File: src/rtl/conv_tile_scheduler.sv
// Purpose: walks out-channel tiles, in-channel tiles, rows and cols of one conv layer, with a csync (filter load) phase before each in-channel tile.
// Latency: all outputs are registered; a pixel appears one cycle after i_data_ready is sampled high in DATA.
// Backpressure: i_data_ready low holds the counters and suppresses data_run; i_pe_csync_done gates leaving CSYNC.
module conv_tile_scheduler #(
  parameter int W_SIZE    = 8,
  parameter int W_CHANNEL = 8,
  parameter int DRAIN_CYC = 15
) (
  input  logic                 clk,
  input  logic                 rstn,
  input  logic                 i_start,
  input  logic [W_SIZE-1:0]    i_width,
  input  logic [W_SIZE-1:0]    i_height,
  input  logic [W_CHANNEL-1:0] i_q_channel,
  input  logic [W_CHANNEL-1:0] i_q_chn_out,
  input  logic                 i_data_ready,
  input  logic                 i_pe_csync_done,
  output logic                 o_ctrl_csync_run,
  output logic                 o_ctrl_data_run,
  output logic [W_SIZE-1:0]    o_row,
  output logic [W_SIZE-1:0]    o_col,
  output logic [W_CHANNEL-1:0] o_chn,
  output logic [W_CHANNEL-1:0] o_chn_out,
  output logic                 o_is_first_row,
  output logic                 o_is_last_row,
  output logic                 o_is_first_col,
  output logic                 o_is_last_col,
  output logic                 o_is_first_chn,
  output logic                 o_is_last_chn,
  output logic                 o_busy,
  output logic                 o_done
);

  typedef enum logic [1:0] {S_IDLE, S_CSYNC, S_DATA, S_DRAIN} state_t;

  localparam int                   W_DRN = $clog2(DRAIN_CYC + 1);
  localparam logic [W_SIZE-1:0]    ONE_S = 1;
  localparam logic [W_CHANNEL-1:0] ONE_C = 1;
  localparam logic [W_DRN-1:0]     DRN_LAST = W_DRN'(DRAIN_CYC);

  state_t                 state, state_nxt;
  logic [W_SIZE-1:0]      cfg_w, cfg_h, row, col, row_nxt, col_nxt;
  logic [W_CHANNEL-1:0]   cfg_qc, cfg_qo, chn, cout, chn_nxt, cout_nxt;
  logic [W_DRN-1:0]       drn_cnt, drn_nxt;
  logic                   load_cfg, emit, csync_nxt, data_nxt, done_nxt;
  logic                   lst_row, lst_col, lst_chn, lst_cout;

  assign lst_row  = (row  == cfg_h  - ONE_S);
  assign lst_col  = (col  == cfg_w  - ONE_S);
  assign lst_chn  = (chn  == cfg_qc - ONE_C);
  assign lst_cout = (cout == cfg_qo - ONE_C);

  // Next-state, counter advance and registered-output intent.
  always_comb begin
    state_nxt = state;
    row_nxt   = row;
    col_nxt   = col;
    chn_nxt   = chn;
    cout_nxt  = cout;
    drn_nxt   = '0;
    load_cfg  = 1'b0;
    emit      = 1'b0;
    csync_nxt = 1'b0;
    data_nxt  = 1'b0;
    done_nxt  = 1'b0;
    case (state)
      S_IDLE: begin
        if (i_start) begin
          if (i_width != '0 && i_height != '0 && i_q_channel != '0 && i_q_chn_out != '0) begin
            load_cfg  = 1'b1;
            row_nxt   = '0;
            col_nxt   = '0;
            chn_nxt   = '0;
            cout_nxt  = '0;
            state_nxt = S_CSYNC;
          end else begin
            done_nxt = 1'b1;
          end
        end
      end
      S_CSYNC: begin
        // Coordinates already point at (0,0) of the upcoming tile; first CSYNC
        // cycle keeps csync_run low so the PE engine always sees a fresh edge.
        emit = 1'b1;
        if (o_ctrl_csync_run && i_pe_csync_done) begin
          state_nxt = S_DATA;
        end else begin
          csync_nxt = 1'b1;
        end
      end
      S_DATA: begin
        if (i_data_ready) begin
          emit     = 1'b1;
          data_nxt = 1'b1;
          col_nxt  = lst_col ? '0 : col + ONE_S;
          if (lst_col) begin
            row_nxt = lst_row ? '0 : row + ONE_S;
            if (lst_row) begin
              if (!lst_chn) begin
                chn_nxt   = chn + ONE_C;
                state_nxt = S_CSYNC;
              end else if (!lst_cout) begin
                chn_nxt   = '0;
                cout_nxt  = cout + ONE_C;
                state_nxt = S_CSYNC;
              end else begin
                state_nxt = S_DRAIN;
              end
            end
          end
        end
      end
      S_DRAIN: begin
        drn_nxt = drn_cnt + 1'b1;
        if (drn_cnt == DRN_LAST) begin
          drn_nxt   = '0;
          done_nxt  = 1'b1;
          state_nxt = S_IDLE;
        end
      end
      default: state_nxt = S_IDLE;
    endcase
  end

  // State, counters and configuration registers.
  always_ff @(posedge clk or negedge rstn) begin
    if (!rstn) begin
      state   <= S_IDLE;
      row     <= '0;
      col     <= '0;
      chn     <= '0;
      cout    <= '0;
      drn_cnt <= '0;
      cfg_w   <= '0;
      cfg_h   <= '0;
      cfg_qc  <= '0;
      cfg_qo  <= '0;
    end else begin
      state   <= state_nxt;
      row     <= row_nxt;
      col     <= col_nxt;
      chn     <= chn_nxt;
      cout    <= cout_nxt;
      drn_cnt <= drn_nxt;
      if (load_cfg) begin
        cfg_w  <= i_width;
        cfg_h  <= i_height;
        cfg_qc <= i_q_channel;
        cfg_qo <= i_q_chn_out;
      end
    end
  end

  // Registered outputs; coordinates and flags hold when nothing is emitted.
  always_ff @(posedge clk or negedge rstn) begin
    if (!rstn) begin
      o_ctrl_csync_run <= 1'b0;
      o_ctrl_data_run  <= 1'b0;
      o_busy           <= 1'b0;
      o_done           <= 1'b0;
      o_row            <= '0;
      o_col            <= '0;
      o_chn            <= '0;
      o_chn_out        <= '0;
      o_is_first_row   <= 1'b0;
      o_is_last_row    <= 1'b0;
      o_is_first_col   <= 1'b0;
      o_is_last_col    <= 1'b0;
      o_is_first_chn   <= 1'b0;
      o_is_last_chn    <= 1'b0;
    end else begin
      o_ctrl_csync_run <= csync_nxt;
      o_ctrl_data_run  <= data_nxt;
      o_busy           <= (state_nxt != S_IDLE);
      o_done           <= done_nxt;
      if (emit) begin
        o_row          <= row;
        o_col          <= col;
        o_chn          <= chn;
        o_chn_out      <= cout;
        o_is_first_row <= (row == '0);
        o_is_last_row  <= lst_row;
        o_is_first_col <= (col == '0);
        o_is_last_col  <= lst_col;
        o_is_first_chn <= (chn == '0);
        o_is_last_chn  <= lst_chn;
      end
    end
  end

endmodule

File: config.mk
export PLATFORM = sky130hd
export DESIGN_NAME = conv_tile_scheduler
export DESIGN_NICKNAME = d
export VERILOG_FILES = /design/src/rtl/conv_tile_scheduler.sv
export SDC_FILE = /design/constraint.sdc
export NUM_CORES = 1
export LEC_CHECK = 0
export BUFFER_PORTS_ARGS = -buffer_cell sky130_fd_sc_hd__buf_2
export CAP_MARGIN = 0
export CORE_MARGIN = 2
export CORE_UTILIZATION = 51
export CTS_CLUSTER_DIAMETER = 150
export DETAILED_ROUTE_END_ITERATION = 8
export GPL_TIMING_DRIVEN = 1
export PLACE_DENSITY = 0.72
export SETUP_SLACK_MARGIN = 0.5
export SLEW_MARGIN = 25
export SYNTH_ARGS = -nofsm -noshare
export SYNTH_HDL_FRONTEND = slang
export SYNTH_SLANG_ARGS = --single-unit
File: constraint.sdc
create_clock -name clk -period 7.32 [get_ports clk]
set_clock_uncertainty 0.2 [all_clocks]
set_input_delay 1.464 -clock clk [delete_from_list [all_inputs] [get_ports clk]]
set_output_delay 1.464 -clock clk [all_outputs]
set_load 0.02 [all_outputs]
## After elaboration in Yosys (flattened, before gate mapping)

Index checks and enable logic that the tools add are counted.
Widths: inputs -> output; s select.

- Register bits: 112
- Bits of input ports: 37
- Word-level logic and storage cells: 112

- Add/sub/neg operators: 9
- Eq/ne operators: 16
- Muxes and demuxes: 45
- Reduce and logical (&&, ||, !) cells: 18

Operators with widths:

| kind | number |
|---|---|
| $mux 8 | 17 |
| $pmux 8 s2 | 4 |
| $add 8x1->8 const B | 4 |
| $eq 8x8->1 | 4 |
| $reduce_bool 8->1 | 4 |
| $sub 8x1->8 const B | 4 |
| $logic_not 8->1 | 3 |
| $mux 2 | 9 |
| $ne 2x2->1 const B | 7 |
| $mux 1 | 10 |
| $mux 4 | 2 |
| $pmux 2 s4 | 1 |
| $reduce_and 8->1 | 1 |
| $reduce_and 7->1 | 1 |
| $reduce_and 5->1 | 1 |
| $add 4x1->4 const B | 1 |
| $eq 2x2->1 const B | 2 |
| $eq 4x4->1 const B | 1 |
| $logic_and 1x1->1 | 4 |
| $pmux 1 s2 | 2 |
| $reduce_and 4->1 | 1 |
| $reduce_bool 2->1 | 2 |
| $ne 3x3->1 const B | 1 |
| $eq 2x1->1 const B | 1 |
| $logic_not 2->1 | 1 |

## Depth between registers and ports, before layout

- Depth after elaboration: 9
- Gate-level depth with buffers: 11
- Depth with buffers taken out: 9

## Least setup slack after synthesis

Ideal clock, no wire load.

- Path kind: register -> register
- Start point: register cfg_w[0]
- End point: register cout[0]
- Data arrival time: 3006 ps
- Path slack: 3990 ps
- Cell stages (with the launch flop): 10
- Path buffers: 2
- Cells stage by stage: dfrtp_1 or4_4 or2_0 o311a_1 o41a_1 clkbuf_1 nor3_2 and2_1 buf_2 mux2_2

- Word-level cells in the longest chain between the ends: 4

RTL lines:

| element | RTL line | source |
|---|---|---|
| start, declared | 42 | `logic [W_SIZE-1:0] cfg_w, cfg_h, row, col, row_nxt, col_nxt;` |
| start signal, assigned | 146 | `cfg_w <= i_width;` |
| $sub 8x1->8 | 49 | `assign lst_col = (col == cfg_w - ONE_S);` |
| $eq 8x8->1 | 49 |  |
| $ne 2x2->1 (no source line) | - |  |
| $reduce_and 8->1 (no source line) | - |  |
| end signal, assigned | 143 | `cout <= cout_nxt;` |
| end, declared | 43 | `logic [W_CHANNEL-1:0] cfg_qc, cfg_qo, chn, cout, chn_nxt, cout_nxt;` |

No other way between the ends.
A chain may end at the register's enable or synchronous reset.

## Final worst setup path

Ends and elaborated chain as after synthesis.

==> run summary <==
The run finished, with violations left. The checks that failed: design-rule violations. The number of antenna violations at the first check in global routing is 0, and the net count after synthesis is 638. Summed over all layers, the global routing overflow is 0.

Averaged over all synthesized cells, the footprint is 10.4 µm². For the finished layout, the period the worst path requires is 4.02 ns. On the critical path, the stage with the largest delay is an instance of nor3_2. Number of clock sinks: 112.

On the final layout, the worst hold slack is 0.268 ns. The met2 track utilization from global routing is 0.380, and the global-route wire length before repair is 23.6 mm. The ratio of cells with drive above 1 in the final layout is 0.267, and the number of H-tree levels is 3.

For the number of inserted diodes, the log shows 0. Of all nets on the critical path, the largest fanout is 15. Non-filler instance count after layout: 802. In the final layout, flip-flops and latches occupy 2800 µm². The die covers 12800 µm².

Summed over all nets, the switching power comes to 0.883 mW. The final weighted congestion in routability-driven placement came out at 0.859. For this design the ratio of total power to cell area is 337 nW/µm².

The die height is 113 µm. In this run the most used layer during global routing was met2. The number of pins exceeding their max-slew limit in the final report was 0; the max capacitance violation total was 0. The number of filler cells placed in the layout was 969; the core outline area was 11500 µm². The final net count was 707.

The synthesized instance count was 585. The first routing iteration left 282 violations. Endpoint arrival time on the critical path: 4.06 ns.

The reg-to-reg critical path startpoint is cfg_w[0]. In the final layout, the multi-input gates occupy 3060 µm². Buffers inserted to repair hold after CTS numbered 0.

The worst setup path is captured at a flip-flop. The proportion of power drawn by the clock network is 0.233, and the portion of total power attributed to combinational logic is 0.382. The highest cell delay on the worst timing path is 0.69 ns. STA classifies the critical path startpoint as a flip-flop.

Clock tree synthesis inserted a total of 9 buffers. The via count of the first global-routing pass was 4819. The final number of setup-violating endpoints is 0. Via count of the routed design: 4723. For this run, the leading register cell type out of synthesis is dfrtp_1. Setup repair after global routing left no endpoint under its margin. Cell count after placement: 786. Sequential share of power: 0.385. In this run the cell area of the synthesized design comes to 6060 µm².

The post-route fraction of the period consumed by the critical path was 0.549; the first-pass iteration count of the detailed router was 6. The worst-margin pin slew came out at 0.830 ns. The tools report the startpoint of the worst setup timing path as cfg_w[0]. Final design area excluding fillers: 6900 µm². The worst hold path begins at drn_cnt[0]. The leakage power figure was 3.23 nW. The share of synthesized registers carrying an async set or reset is 1.00.

The run gives 0.463 as the sequential fraction of the synthesis area. The commonest cells after synthesis are dfrtp_1, mux2_2, nand2_1, o21ai_0, inv_1. The most frequent cell after synthesis is dfrtp_1. The min-delay analysis places its worst path in the category reg -> reg. The layout overhead on the synthesized area was 14.0%. The area share of the leading cell type in the synthesized netlist came out at 0.463. The floorplan step set the die width to 113 µm. The number of gates resized after CTS was 0. The run gives 0 as the number of buffers inserted to repair setup after CTS.

Clock latency on the worst-skew pair, taken at its later pin, is 0.35 ns. The met1 track utilization from global routing was 0.304. Count of unresolved DRC violations after routing: 5. The clock transition time at the flip-flop clock pins of the worst setup and hold paths is 0.07 ns, and the number of hold-slack violations in the final timing report is 0.

By area the synthesized netlist is led by dfrtp_1, mux2_2, ha_1. The root buffer cell chosen for the clock tree is clkbuf_16. The half-perimeter wire length after detailed placement was 10.2 mm. The logs give 1.44 mW for the internal power contribution and 0 ns for the post-route setup TNS. The run gives 79 as the top-level I/O count.

The logs give 13.9 mm for the overall routed net length and 64 for the pin count of the biggest net entering global routing. The synthesized design contains 0 enable-type register cells. The row count was 39; the remaining max-slew budget at the tightest pin was 0.443.

The tools report the post-layout utilization of the core as 0.599. The clock passes through at most 2 buffers. Number of synthesis warnings: 0.

Aggregate global-route resource usage: 0.231. TritonCTS built the clock tree. The run gives 0.0552 as the fraction of met3 tracks used by global routing. The number of register bits inferred by synthesis came out at 112.

The maximum clock frequency was 249 MHz; the number of nets with antenna violations after routing was 0. The placed cell area is 6570 µm², and the initial cell density of the core is 0.526. The setup path with the least slack is of type reg -> reg. Yosys mapped the design onto 62 distinct sky130hd cell types.

After detailed routing, the number of vias per cell comes to 5.89. The signal on the critical path passes through or4_4 -> or2_0 -> o311a_1 -> o41a_1 -> nor3_2 -> and2_1 -> mux2_2. The tools report the worst endpoint required time as 7.36 ns.

The net switching fraction of the power is 0.380, and the maximum resistive drop on vdd is 0.149 mV. The average wire length per cell after detail routing is 17.3 µm. The biggest area contributor in the post-synthesis netlist is dfrtp_1. During placement, the flow inserted port buffers numbering 78.
## per-layer routing
metal  wire length, µm  vias to the layer above
met5                 0                        -
met4               282                        0
met3               675                       22
met2              6810                      118
met1              6110                     2322
li1                  -                     2261
## placed cells by master, fill, tap and decap left out, drive strengths merged, types with 3 or more instances in the layout
master	instances
nor2b	5
and3	9
o31ai	9
dfrtp	112
buf	82
nand2	47
mux2	59
o211ai	5
nand3	22
and2	7
a21o	4
inv	29
nor4b	3
nor3b	4
a211oi	3
xnor2	21
o21ai	32
clkbuf	12
or2	7
nor3	12
nor4	19
nor2	25
xor2	20
ha	16
and4	4
nand4	18
nand2b	5
or3	3
a21oi	16
o2111ai	3
a31o	4
or4	8
## through the flow
stage                     setup WS [ns]  total power, mW
after floorplan                    3.99             1.57
after global placement             3.12             1.74
after detailed placement           3.06             1.79
after CTS                          3.28             2.34
after global routing               3.04             2.48
final                              3.30             2.33
## critical path: cells and delay by family, from the launching register on
| kind | cells | cell delay [ns] |
|---|---|---|
| compound gates | 2 | 1.03 |
| mux | 1 | 0.37 |
| flops | 1 | 0.45 |
| simple gates | 4 | 1.86 |
## cell type report
class,count,area share
clock buffer,12,0.0372
sequential,112,0.406
tap,143,0.0259
inverter,29,0.0158
clock inverter,4,0.0111
timing repair buffer,82,0.0613
multi-input combinational,420,0.443
## power by group through the flow
stage | clock (mW) | combinational, mW | sequential, mW
after floorplan | 0 | 0.674 | 0.892
after global placement | 0 | 0.844 | 0.899
after detailed placement | 0 | 0.883 | 0.906
after CTS | 0.555 | 0.891 | 0.894
after global routing | 0.583 | 0.985 | 0.914
final | 0.541 | 0.889 | 0.896
## cells by family (layout without fill, tap and decap cells)
kind of cell / after synthesis / in the layout / share of synthesized area
AND/OR/NAND/NOR: 205 / 205 / 0.186
flip-flops: 112 / 112 / 0.463
AO/OA/AOI/OAI: 98 / 98 / 0.113
multiplexers: 60 / 60 / 0.111
buffers and inverters: 53 / 127 / 0.0345
XOR/XNOR: 41 / 41 / 0.0593
adder cells (fa/ha/maj): 16 / 16 / 0.0331
## final timing paths
check | end | slack (ns) | cells after the start
worst max register to register | cout[0] | 3.30 | 7
min in group asynchronous | col[3] | 0.93 | 1
worst min-delay path | drn_cnt[0] | 0.27 | 1
worst max-delay path | cout[0] | 3.30 | 7
max in group asynchronous | cfg_qc[4] | 4.77 | 2
worst min register to register | drn_cnt[0] | 0.27 | 1
Power figures use the tool's default switching activity.
